--- src/rtl/psum_tx.sv ---
// psum_tx: transmit side of the MAC-array -> psum-accumulator link.
//
// Takes raw MAC result beats and tags each one with the info word that
// the accumulator consumes. For one output tile the block makes two passes
// over the same buffer address range:
//   pass 0: first input-channel group, buffer write       (info[12] = 0)
//   pass 1: second input-channel group, read-add-forward  (info[12] = 1)
//
// Ports:
//   clk, rst_n                 clock, asynchronous active-low reset
//   start                      one-cycle pulse that begins a tile (ignored while busy)
//   cfg_last_addr              last buffer address of the tile (beats per pass = value+1)
//   cfg_identity_en            identity select applied to pass-1 beats
//   busy                       high from the accepted start through the done cycle
//   done                       one-cycle pulse when the tile is complete
//   mac_data/mac_vld/mac_rdy   upstream beat interface
//   mac_array2psum_acc_info    [11:0] addr, [12] pass, [13] identity_sel, [31:14] zero
//   mac_array2psum_acc_data    registered copy of mac_data
//   mac_array2psum_acc_vld/rdy downstream handshake
//
// Handshake rule (both sides): a beat transfers on a rising clk edge where
// vld and rdy are both 1. A producer holding vld=1 keeps its payload stable
// until that transfer. mac_rdy depends combinationally on
// mac_array2psum_acc_rdy, so the single output register sustains one beat
// per cycle.
//
// The FSM state is kept in the named signal `state` (type state_t) so that
// checkers can bind to it directly.

module psum_tx #(
  parameter int DW = 64,
  parameter int AW = 12
) (
  input  logic          clk,
  input  logic          rst_n,
  input  logic          start,
  input  logic [AW-1:0] cfg_last_addr,
  input  logic          cfg_identity_en,
  output logic          busy,
  output logic          done,
  input  logic [DW-1:0] mac_data,
  input  logic          mac_vld,
  output logic          mac_rdy,
  output logic [31:0]   mac_array2psum_acc_info,
  output logic [DW-1:0] mac_array2psum_acc_data,
  output logic          mac_array2psum_acc_vld,
  input  logic          mac_array2psum_acc_rdy
);

  typedef enum logic [2:0] {
    IDLE  = 3'd0,
    PASS0 = 3'd1,
    PASS1 = 3'd2,
    DRAIN = 3'd3,
    DONE  = 3'd4
  } state_t;

  state_t        state;
  state_t        state_nxt;
  logic [AW-1:0] cnt;
  logic [AW-1:0] last_addr;
  logic          identity_en;
  logic          in_pass;
  logic          up_hs;
  logic          out_hs;
  logic          cnt_last;
  logic [31:0]   info_nxt;

  assign in_pass  = (state == PASS0) || (state == PASS1);
  assign mac_rdy  = in_pass && (!mac_array2psum_acc_vld || mac_array2psum_acc_rdy);
  assign up_hs    = mac_vld && mac_rdy;
  assign out_hs   = mac_array2psum_acc_vld && mac_array2psum_acc_rdy;
  // The terminal compare (not a carry-out) ends each pass, so a full
  // 4096-beat pass finishes at 0xFFF without wrapping.
  assign cnt_last = (cnt == last_addr);

  assign busy = (state != IDLE);
  assign done = (state == DONE);

  // ---------------------------------------------------------------- FSM
  always_ff @(posedge clk or negedge rst_n) begin
    if (!rst_n) state <= IDLE;
    else        state <= state_nxt;
  end

  always_comb begin
    state_nxt = state;
    case (state)
      IDLE:    if (start) state_nxt = PASS0;
      PASS0:   if (up_hs && cnt_last) state_nxt = PASS1;
      PASS1:   if (up_hs && cnt_last) state_nxt = DRAIN;
      // On entry to DRAIN the final pass-1 beat sits in the output register.
      DRAIN:   if (out_hs) state_nxt = DONE;
      DONE:    state_nxt = IDLE;
      default: state_nxt = IDLE;
    endcase
  end

  // --------------------------------------------- config and address counter
  always_ff @(posedge clk or negedge rst_n) begin
    if (!rst_n) begin
      cnt         <= '0;
      last_addr   <= '0;
      identity_en <= 1'b0;
    end else if (state == IDLE && start) begin
      cnt         <= '0;
      last_addr   <= cfg_last_addr;
      identity_en <= cfg_identity_en;
    end else if (up_hs) begin
      // Wrap to 0 at the end of a pass; after pass 1 the value is unused.
      cnt <= cnt_last ? '0 : cnt + AW'(1);
    end
  end

  // Info word for the beat being accepted this cycle.
  always_comb begin
    info_nxt         = '0;
    info_nxt[AW-1:0] = cnt;
    info_nxt[12]     = (state == PASS1);
    info_nxt[13]     = (state == PASS1) && identity_en;
  end

  // -------------------------------------------------- output register stage
  always_ff @(posedge clk or negedge rst_n) begin
    if (!rst_n) begin
      mac_array2psum_acc_vld  <= 1'b0;
      mac_array2psum_acc_info <= '0;
      mac_array2psum_acc_data <= '0;
    end else if (up_hs) begin
      mac_array2psum_acc_vld  <= 1'b1;
      mac_array2psum_acc_info <= info_nxt;
      mac_array2psum_acc_data <= mac_data;
    end else if (mac_array2psum_acc_rdy) begin
      mac_array2psum_acc_vld  <= 1'b0;
    end
  end

endmodule

--- config.mk ---
export PLATFORM = sky130hd
export DESIGN_NAME = psum_tx
export DESIGN_NICKNAME = d
export VERILOG_FILES = /design/src/rtl/psum_tx.sv
export SDC_FILE = /design/constraint.sdc
export NUM_CORES = 1
export LEC_CHECK = 0
export ABC_AREA = 1
export CORE_ASPECT_RATIO = 0.5
export CORE_UTILIZATION = 44
export CTS_BUF_LIST = sky130_fd_sc_hd__clkbuf_16
export CTS_CLUSTER_DIAMETER = 120
export DETAILED_ROUTE_END_ITERATION = 6
export GPL_TIMING_DRIVEN = 0
export PLACE_DENSITY = 0.9
export SYNTH_ARGS = -nofsm -noshare
export SYNTH_HDL_FRONTEND = slang
export SYNTH_SLANG_ARGS = --single-unit
--- constraint.sdc ---
create_clock -name clk -period 1.8 [get_ports clk]
set_input_delay 0.36 -clock clk [delete_from_list [all_inputs] [get_ports clk]]
set_output_delay 0.36 -clock clk [all_outputs]
set_load 0.05 [all_outputs]
-- Word level (Yosys, flattened, before mapping)
Index checks and enable logic that the tools add are counted.
- add/subtract/negate cells: 1
- eq/ne operators: 9
- muxes and demuxes: 10
- reductions and logical operators: 14
- operator list (cell ; count):
    two-way mux 12 bit ; 3
    adder 12 x 1 -> 12 bit, second input constant ; 1
    == test 12 bit ; 1
    two-way mux 3 bit ; 4
    one-hot mux 3 bit (4 select lines) ; 1
    == test 3 x 2 -> 1 bit, second input constant ; 2
    logical AND 1 bit ; 6
    != test 2 x 1 -> 1 bit, second input constant ; 2
    != test 2 bit, second input constant ; 2
    AND reduction 4 bit ; 1
    nonzero test 2 bit ; 2
    == test 3 x 1 -> 1 bit, second input constant ; 1
    == test 3 bit, second input constant ; 1
    logical NOT 3 bit ; 1
    nonzero test 3 bit ; 1
    logical OR 1 bit ; 2
    two-way mux 1 bit ; 2
    logical NOT 1 bit ; 1
- flip-flop bits (word level): 107
- input port bits: 82
- output and inout bits: 100
- logic and storage cells: 41

-- Longest topological paths before layout
- depth in word-level cells: 7
- depth in mapped cells: 11
- gate-level depth less buffers: 11

-- Worst setup path before layout
Ideal clock, no wire load.
- path kind: flip-flop to output port
- from: reg mac_array2psum_acc_vld
- to: out mac_rdy
- arrival time: 1.787 ns
- data required time: 1.440 ns
- path slack: -0.347 ns
- cell stages (with the launch flop): 4
- buffers on the path: 0
- cell sequence: dfrtp_1 > inv_1 > nor2_1 > nor3_1
- longest elaborated chain between the ends: 3
- ends and longest elaborated chain (what ; RTL line ; source):
    from (decl) ; 46 ; output logic mac_array2psum_acc_vld,
    from (signal assigned) ; 126 ; mac_array2psum_acc_vld <= 1'b0;
    from (signal assigned) ; 130 ; mac_array2psum_acc_vld <= 1'b1;
    from (signal assigned) ; 134 ; mac_array2psum_acc_vld <= 1'b0;
    logical NOT 1 bit ; 70 ; assign mac_rdy = in_pass && (!mac_array2psum_acc_vld || mac_array2psum_acc_rdy);
    logical OR 1 bit ; 70 ;
    logical AND 1 bit ; 70 ;
    to (decl) ; 43 ; output logic mac_rdy,
No other way between the ends.

-- Worst setup path after layout
- from: reg state[0]
- to: out mac_rdy
- longest elaborated chain between the ends: 3
- elaborated cells between the ends (all ways): 4
- classes of those cells: eq/ne (2); reduce/logical (2)
- ends and longest elaborated chain (what ; RTL line ; source):
    from (decl) ; 58 ; state_t state;
    from (signal assigned) ; 83 ; else state <= state_nxt;
    == test 3 x 1 -> 1 bit or == test 3 x 2 -> 1 bit (tied branches) ; 69 ; assign in_pass = (state == PASS0) || (state == PASS1);
    logical OR 1 bit * ; 69 ;
    logical AND 1 bit * ; 70 ;
Mark *: on every way between the ends. The rest lies on a longest branch, timed or not.

==> results.toml <==
[yosys]
synth_area_per_cell_um2 = 8.56
ys_seq_area_share_pct = 57.8
synth.top_cell.area_share_pct = 57.8
synthCells = 541
synth_top_area_cell = "dfrtp_1"
synth.area.top_cells = "dfrtp_1 58%, nand2_1 21%, buf_4 3.7%"
ys_types = 30
synth-seq-cells = 107
synth_area_um2 = 4630
ys_warn_count = 0

[setup_path]
regToRegSetupSlack_ns = 0.18
r2r_cells = 9
r2r_start = "cnt[1]$_DFFE_PN0P_"
critPathKind = "reg -> out"
startpoint_type = "register"
worstSetupEndpointType = "output pin"
arrival_ns = 1.36
r2r_end = "cnt[10]$_DFFE_PN0P_"
required_ns = 1.44
cp_max_fo = 5

[detailed_routing]
m1WireLength_um = 5020
vias = 4150
drtAntennaViolNets = 0
drc = 0
firstDrtPassIters = 5
met2_length_um = 6200
wl_met3_um = 640
avgRoutedWirePerCell_um = 13.8
maxUsedRoutingLayer = "met4"
drt_iter0_drc = 233
viasPerCell = 4.73
drt_wl_total_um = 12100

[global_routing]
grt_overflow = 0
grt_pass1_wl_um = 18900
grt_use_total_pct = 22.1
antenna_found_initial = 0
grt_max_degree = 66
first_global_vias = 3885

[sta]
rsz0062_at_grt = "yes"
fin_crit_sh_pct = 95.8
drv_slew = 0
max_freq_mhz = 580
maxSlewHeadroom_pct = 44.0
setup_tns_ns = 0
tightest_slew_ns = 0.840
fin_crit_ns = 1.72
hold_viol = 0
fin_skew_ns = 0.00900
setup_viol = 0

[placed_design]
dpl_cell_area_um2 = 6540
gp_congestion = 0.819
dpl.hpwl_um = 8890
numPortBuffers = 163

[floorplanning]
start_util_pct = 45.4
chipHeight_um = 74.6
dieArea_um2 = 11000
rows = 26
fp.dieW_um = 147
core_um2 = 10200
pin_count = 182

[clock_tree]
clkSinkCount = 107
cts_setup_buffers = 0
cts_tree = "done"
cts_root_buf = "clkbuf_16"
clockBufferDepth = 2
cts_buffers = 9
clk_pin_slew_ns = 0.07
htreeDepth = 3
hold_buffers = 0
clock_latency_ns = 0.34

[cells_and_area]
fin_util_pct = 65.8
area_growth_pct = 45.1
drive_above_1_share_pct = 9.49
fin_area_um2 = 6720
final_nets = 816
layout_common_cells = "262 x nand2_1, 106 x dfrtp_1, 80 x clkdlybuf4s50_1"
mostFrequentLayoutCell = "nand2_1"
fill_cells = 822
num_antenna_cells = 0

[run]
maxCapViolCount = 0

[outcome]
status = "completed"

[min_path]
worstHoldPathType = "in -> async"

[power_and_ir_drop]
ir_worst_vdd_v = 0.000568
power_mw = 11.9
cellLeakagePower_nw = 3.61
p_per_area_nw_per_um2 = 1770
[what timing repair did]
action / CTS / global route
hold endpoints to repair: 0 / 0
gates resized for setup: 92 / 7
setup endpoints to repair: 82 / 4
[metal layers]
layer | up-vias | global-route usage (%)
met5 | - | 0
met4 | 0 | 7.90
met3 | 28 | 4.79
met2 | 139 | 39.7
met1 | 1964 | 27.0
li1 | 2019 | -
[synthesized netlist by cell type (all sizes together)]
cell type and instances:
xor2 3, nor2 25, xnor2 4, nor3 4, mux2 4, conb 1
a31oi 1, nand3b 1, o22ai 3, clkbuf 3, o21ai 19, nand4 1
ha 1, a21oi 19, dfrtp 107, nand3 14, inv 31, buf 36
nand2 264
[stage by stage]
| step | worst slack [ns] | hold slack (ns) | instances |
|---|---|---|---|
| floorplan | 0.0722 | 0.0644 | 558 |
| CTS | -0.0116 | 0.155 | 878 |
| detailed placement | -0.441 | 0.464 | 862 |
| global route | -0.00717 | 0.188 | 878 |
| finish | 0.0762 | 0.116 | 878 |
| global placement | -3.68 | 0.461 | 861 |
[final cells by class]
cell class                      count  area [um^2]  share of cell area (%)
Clock buffer                        9          225                    3.35
Buffer                             39          268                    3.98
Clock inverter                      7         60.1                   0.894
Sequential cell                   107         2680                    39.9
Timing Repair Buffer              164         1550                    23.0
Tap cell                          140          175                    2.61
Inverter                           31          116                    1.73
Multi-Input combinational cell    381         1650                    24.6
[registers in the layout (all words and copies together) (netlist names)]
signal,flops
mac_array2psum_acc_data,64
mac_array2psum_acc_info,14
cnt,12
last_addr,12
state,3
identity_en,1
mac_array2psum_acc_vld,1
[power breakdown]
| group | switching (mW) | internal, mW | total (mW) | leakage, nW |
|---|---|---|---|---|
| logic | 4.45 | 1.66 | 6.12 | 2.11 |
| clock network | 0.838 | 1.06 | 1.90 | 0.145 |
| registers | 0.525 | 3.33 | 3.85 | 1.35 |
[kinds of logic after synthesis]
| kind of cell | after synthesis | share of synthesized area, % |
|---|---|---|
| adders and majority gates | 1 | 0.270 |
| DFF | 107 | 57.8 |
| buffers and inverters | 70 | 8.29 |
| xor gates and xnor gates | 7 | 1.32 |
| and+or+nand+nor | 309 | 26.5 |
| other | 1 | 0.0809 |
| muxes | 4 | 1.13 |
| AOI/OAI and AO/OA | 42 | 4.64 |
[worst max-delay path, cell delays in order (launching register included)]
cell and delay [ns]:
dfrtp_2 0.46, nand2_1 0.10, nand2_1 0.12, nor3_2 0.12
buf_4 0.22
[worst max path at each step]
stage / from / to / slack (ns) / cells past startpoint
3_3_place_gp: rst_n / last_addr[6]$_DFFE_PN0P_ / -3.68 / 1
5_1_grt: state[0]$_DFFE_PN0P_ / mac_rdy / -0.007 / 4
2_1_floorplan: mac_array2psum_acc_vld$_DFFE_PN0P_ / mac_rdy / 0.07 / 3
4_1_cts: state[0]$_DFFE_PN0P_ / mac_rdy / -0.01 / 4
3_5_place_dp: mac_array2psum_acc_rdy / mac_rdy / -0.44 / 4
6_report: state[0]$_DFFE_PN0P_ / mac_rdy / 0.08 / 4
Note: power is estimated with default switching activity, not from simulation.
